<file path="src/rtl/fp_addsub_arbiter.sv">
// fp_addsub_arbiter: round-robin sharing of one floating-point add/sub
// datapath between two requesters. Operands are registered on accept, the
// datapath is given DP_LATENCY+1 cycles, and the captured result is returned
// on the owner's response channel. Results pass through bit-exact.
//
// state | meaning
// ------+-----------------------------------------------------------
// IDLE  | waiting for a request; grant alternates on a tie
// EXEC  | operands on dp_*; wait counter runs down, then capture
// RESP  | owner's rsp_valid high until its rsp_ready handshake
module fp_addsub_arbiter #(
  parameter int WIDTH      = 32,
  parameter int DP_LATENCY = 0,
  parameter int CNT_W      = 16
) (
  input  logic             clk,
  input  logic             rst_n,
  input  logic             req0_valid,
  output logic             req0_ready,
  input  logic [WIDTH-1:0] req0_a,
  input  logic [WIDTH-1:0] req0_b,
  input  logic             req0_op,
  input  logic             req1_valid,
  output logic             req1_ready,
  input  logic [WIDTH-1:0] req1_a,
  input  logic [WIDTH-1:0] req1_b,
  input  logic             req1_op,
  output logic             rsp0_valid,
  input  logic             rsp0_ready,
  output logic [WIDTH-1:0] rsp0_result,
  output logic             rsp1_valid,
  input  logic             rsp1_ready,
  output logic [WIDTH-1:0] rsp1_result,
  output logic [WIDTH-1:0] dp_a,
  output logic [WIDTH-1:0] dp_b,
  output logic             dp_op,
  input  logic [WIDTH-1:0] dp_result,
  output logic             busy,
  output logic [CNT_W-1:0] ops_done
);

  localparam int LAT_W = (DP_LATENCY > 0) ? $clog2(DP_LATENCY + 1) : 1;
  localparam logic [LAT_W-1:0] LAT_LOAD = LAT_W'(DP_LATENCY);

  typedef enum logic [1:0] {
    S_IDLE = 2'd0,
    S_EXEC = 2'd1,
    S_RESP = 2'd2
  } state_t;

  state_t           r_state;
  state_t           w_next;
  logic             r_last_grant;
  logic             r_owner;
  logic [LAT_W-1:0] r_cnt;
  logic [WIDTH-1:0] r_a;
  logic [WIDTH-1:0] r_b;
  logic             r_op;
  logic [WIDTH-1:0] r_res0;
  logic [WIDTH-1:0] r_res1;
  logic [CNT_W-1:0] r_ops_done;

  logic w_grant1;
  logic w_accept;
  logic w_capture;
  logic w_rsp_hs;

  // Requester 1 wins when it is alone, or on a tie when requester 0 went last.
  assign w_grant1 = req1_valid && (!req0_valid || !r_last_grant);

  // State register.
  always_ff @(posedge clk or negedge rst_n) begin
    if (!rst_n) r_state <= S_IDLE;
    else        r_state <= w_next;
  end

  // Next state and handshake outputs. Ready is held low while reset is
  // asserted even though the state already reads IDLE.
  always_comb begin
    w_next     = r_state;
    req0_ready = 1'b0;
    req1_ready = 1'b0;
    rsp0_valid = 1'b0;
    rsp1_valid = 1'b0;
    w_accept   = 1'b0;
    w_capture  = 1'b0;
    w_rsp_hs   = 1'b0;
    case (r_state)
      S_IDLE: begin
        if (rst_n && (req0_valid || req1_valid)) begin
          req0_ready = !w_grant1;
          req1_ready = w_grant1;
          w_accept   = 1'b1;
          w_next     = S_EXEC;
        end
      end
      S_EXEC: begin
        if (r_cnt == '0) begin
          w_capture = 1'b1;
          w_next    = S_RESP;
        end
      end
      S_RESP: begin
        rsp0_valid = !r_owner;
        rsp1_valid = r_owner;
        w_rsp_hs   = r_owner ? rsp1_ready : rsp0_ready;
        if (w_rsp_hs) w_next = S_IDLE;
      end
      default: w_next = S_IDLE;
    endcase
  end

  // Operand latch, grant history and wait counter.
  always_ff @(posedge clk or negedge rst_n) begin
    if (!rst_n) begin
      r_a          <= '0;
      r_b          <= '0;
      r_op         <= 1'b0;
      r_owner      <= 1'b0;
      r_last_grant <= 1'b1;
      r_cnt        <= '0;
    end else if (w_accept) begin
      r_a          <= w_grant1 ? req1_a  : req0_a;
      r_b          <= w_grant1 ? req1_b  : req0_b;
      r_op         <= w_grant1 ? req1_op : req0_op;
      r_owner      <= w_grant1;
      r_last_grant <= w_grant1;
      r_cnt        <= LAT_LOAD;
    end else if (r_state == S_EXEC && r_cnt != '0) begin
      r_cnt <= r_cnt - LAT_W'(1);
    end
  end

  // Per-port result registers: the non-owner keeps its last delivered value.
  always_ff @(posedge clk or negedge rst_n) begin
    if (!rst_n) begin
      r_res0 <= '0;
      r_res1 <= '0;
    end else if (w_capture) begin
      if (r_owner) r_res1 <= dp_result;
      else         r_res0 <= dp_result;
    end
  end

  // Completed-response counter, wraps naturally.
  always_ff @(posedge clk or negedge rst_n) begin
    if (!rst_n)        r_ops_done <= '0;
    else if (w_rsp_hs) r_ops_done <= r_ops_done + CNT_W'(1);
  end

  assign dp_a        = r_a;
  assign dp_b        = r_b;
  assign dp_op       = r_op;
  assign rsp0_result = r_res0;
  assign rsp1_result = r_res1;
  assign busy        = (r_state != S_IDLE);
  assign ops_done    = r_ops_done;

endmodule

</file>
<file path="config.mk">
export PLATFORM = sky130hd
export DESIGN_NAME = fp_addsub_arbiter
export DESIGN_NICKNAME = d
export VERILOG_FILES = /design/src/rtl/fp_addsub_arbiter.sv
export SDC_FILE = /design/constraint.sdc
export NUM_CORES = 1
export LEC_CHECK = 0
export ABC_CLOCK_PERIOD_IN_PS = 1650
export BUFFER_PORTS_ARGS = -buffer_cell sky130_fd_sc_hd__buf_4
export CORE_MARGIN = 1.5
export CORE_UTILIZATION = 41
export CTS_CLUSTER_DIAMETER = 60
export CTS_CLUSTER_SIZE = 10
export DETAILED_ROUTE_END_ITERATION = 8
export PLACE_DENSITY = 0.75
export SYNTH_ARGS = -nofsm -noshare
export SYNTH_HDL_FRONTEND = slang
export SYNTH_SLANG_ARGS = --single-unit
</file>
<file path="constraint.sdc">
create_clock -name clk -period 1.65 [get_ports clk]
set_clock_uncertainty 0.2 [all_clocks]
set_input_delay 0.0825 -clock clk [delete_from_list [all_inputs] [get_ports clk]]
set_output_delay 0.0825 -clock clk [all_outputs]
set_load 0.03 [all_outputs]
</file>
==> metrics <==
Mapped Area=approximately 0.0063 mm²; fin util=about 81%; Layout Area Growth over Synthesis=93.8%; leakage power=between 5 and 6 nW; die area=~0.016 mm²; Final Power=about 22 mW; Die Wd=roughly 130 µm; Critical Path RT=1.72 ns; TritonCTS Buffers=17; Detailed Routing Iterations Pass 1=5; routed vias=between 6000 and 7000; post-synth top area share=approximately 59%; most frequent CP cell=buf_12; failing checks=setup timing; DRC errors left=0; nets=1203; min Tclk post-route=1.81 ns; reg2reg start=r_last_grant$_DFFE_PN1P_; num rows=45; Syn Inst Count=502; vias in the first global route=~6700; DR vias/cell=around 5.4; Root Buffer=clkbuf_16; crit path cell chain=nand2_2, nand2_4, buf_12, buf_12, clkbuf_16, mux2i_2, o21ai_1; sequential element share of the synthesized area=approximately three fifths; core area=between 0.015 and 0.02 mm²; worst path arrival time=~1.9 ns; Sw Share=between 40 and 50%; # setup viols final=130; worst hold path type=in -> reg; post-synthesis sequential element count=150; initial antenna violation count=3; Synth top cells by count=dfrtp_1 (149), nand2_1 (71), o21ai_0 (66); CTS tree=built; Ports=roughly 320; count leader, synth=dfrtp_1; syn_area_per_cell=12.5 µm²; cell area power density=between 1500 and 2000 mW/mm²; RSZ-0062 raised after global routing=true; top post-synthesis cells by area=dfrtp_1 (59%), mux2_2 (11%), mux2i_1 (10%); GRT Residual Overflow=0; Max Cap Viol=0; Worst setup EP type=register; worst skew pair latency=0.41 ns; DPL Wire Length=13300 µm; hold wc startpoint=req0_valid; initial drt markers=approximately 310; GR Util All Layers=between 20% and 30%; Port Buffer Count=317; crit path from=r_last_grant$_DFFE_PN1P_; Sw Pwr=~9.2 mW; Seq pwr share=between 30% and 40%; synthesis warning total=0; htree depth=4; CTS clk-pin slew, worst paths=~0.060 ns; first-pass GRT wire length=34600 µm; Unique masters post-synth=33; highest-delay cell along the critical path=dfstp_2; Final Wtd Congestion=~0.82; share of post-route cells with drive strength above 1=between 40 and 50%; WL final=approximately 27000 µm; asr flop ratio synth=100%; crit path max fanout=5; clock sinks=150; Synth area leader=dfrtp_1; buffer depth of the longest clock path=2; DR WL/cell=between 20 and 25 µm; clock power share=a little under a fifth; kind of critical path=reg -> reg; Worst Tran Pin Value=between 0.8 and 0.9 ns; status=finished with violations; Max IR drop VDD=a little over 1 mV; Hold Vio Cnt, Final=0; CP peak stage delay=between 0.5 and 0.6 ns; ys flop type=dfrtp_1; Initial Util=41.7%; Slew HR=around 46%; syn nets=about 670; WHS=0.0622 ns; max frequency=551 MHz; worst setup margin=-0.163 ns; final period utilization=110%; Pint=12.6 mW; count of flip-flops with a built-in enable after synthesis=0; largest net degree at the start of global routing=between 150 and 200; post-route ant nets=0; Setup crit start kind=register; Logic pwr share=about 52%; Pins Over Slew Limit=0; Die Y-Extent=roughly 130 µm
state kept, by name (all words and copies together), names as in the netlist:
signal        count
r_state           2
dp_b             32
dp_op             1
rsp1_result      32
r_last_grant      1
r_cnt             1
dp_a             32
rsp0_result      32
ops_done         16
r_owner           1
cell type report:
cell class,count,area [µm²]
Clock inverter,11,151
Fill cell,776,2890
Sequential cell,150,3760
Tap cell,188,235
Inverter,3,11.3
Multi-Input combinational cell,322,2700
Clock buffer,19,443
Timing Repair Buffer,540,4880
Antenna cell,4,10.0
worst max-delay path: cells and delay by family (launching register included):
| family | cells | cell delay (ns) |
|---|---|---|
| flops | 1 | 0.54 |
| buf+inv | 3 | 0.40 |
| mux | 1 | 0.23 |
| simple gates | 2 | 0.17 |
| compound gates | 1 | 0.13 |
power groups by stage:
stage          sequential [mW]  combinational [mW]  clock (mW)
2_1_floorplan             9.51                2.38           0
5_1_grt                   6.71                11.7        4.17
3_5_place_dp              6.40                9.64           0
3_3_place_gp              6.32                9.42           0
6_report                  6.56                11.2        3.96
4_1_cts                   6.38                10.1        3.98
cells by family after synthesis:
family          after synthesis  share of synthesized area, %
flops                       150                          59.7
simple gates                105                          7.89
buf+inv                      30                          2.19
xor+xnor                     15                          2.09
mux                         131                          22.2
fa+ha+maj                     1                         0.199
compound gates               70                          5.77
metrics by stage:
| step | TNS [ns] | worst slack (ns) | cells | area (µm²) |
|---|---|---|---|---|
| 3_3_place_gp | -2.50 | -0.0538 | 1009 | 9170 |
| 6_report | -10.26 | -0.163 | 1237 | 12200 |
| 4_1_cts | -8.00 | -0.131 | 1209 | 11500 |
| 3_5_place_dp | -10.03 | -0.114 | 1009 | 9170 |
| 2_1_floorplan | -1.56 | -0.0483 | 502 | 6380 |
| 5_1_grt | -19.27 | -0.214 | 1236 | 12200 |
routing by layer:
metal	wire, µm	global-route usage, %
met2	13400	47.9
met3	2290	9.87
met1	9530	31.2
met4	1420	12.6
met5	0	0
final timing paths:
kind                                                    end  slack [ns]  cells past startpoint
worst max register to register         dp_b[11]$_DFFE_PN0P_       -0.16                      7
worst min-delay path               r_last_grant$_DFFE_PN1P_        0.06                      6
worst min register to register      ops_done[4]$_DFFE_PN0P_        0.28                      1
worst max-delay path                   dp_b[11]$_DFFE_PN0P_       -0.16                      7
max in group asynchronous           ops_done[4]$_DFFE_PN0P_        0.37                      3
min in group asynchronous       rsp0_result[16]$_DFFE_PN0P_        0.26                      3
cell usage in the layout, fill, tap and decap left out, drive strengths merged, types with 3 or more instances in the layout:
cell type / instances
diode: 4
xnor2: 8
xor2: 7
o21ai: 66
nand4: 5
nand2: 71
buf: 364
clkbuf: 28
and3: 5
inv: 5
bufinv: 3
mux2: 65
mux2i: 66
dfrtp: 149
nor2: 8
clkinvlp: 4
nand2b: 4
nand3: 4
dlygate4sd3: 167
repair_timing:
| item | CTS | global route |
|---|---|---|
| resized for setup | 21 | 115 |
| buffers inserted | 4 | 11 |
| hold buffers | 167 | 0 |
| endpoints found under the setup margin | 138 | 147 |
| endpoints found under the hold margin | 282 | 0 |
| cloned | 0 | 14 |
| pin swaps | 14 | 14 |
(Power assumes the default switching activity.)
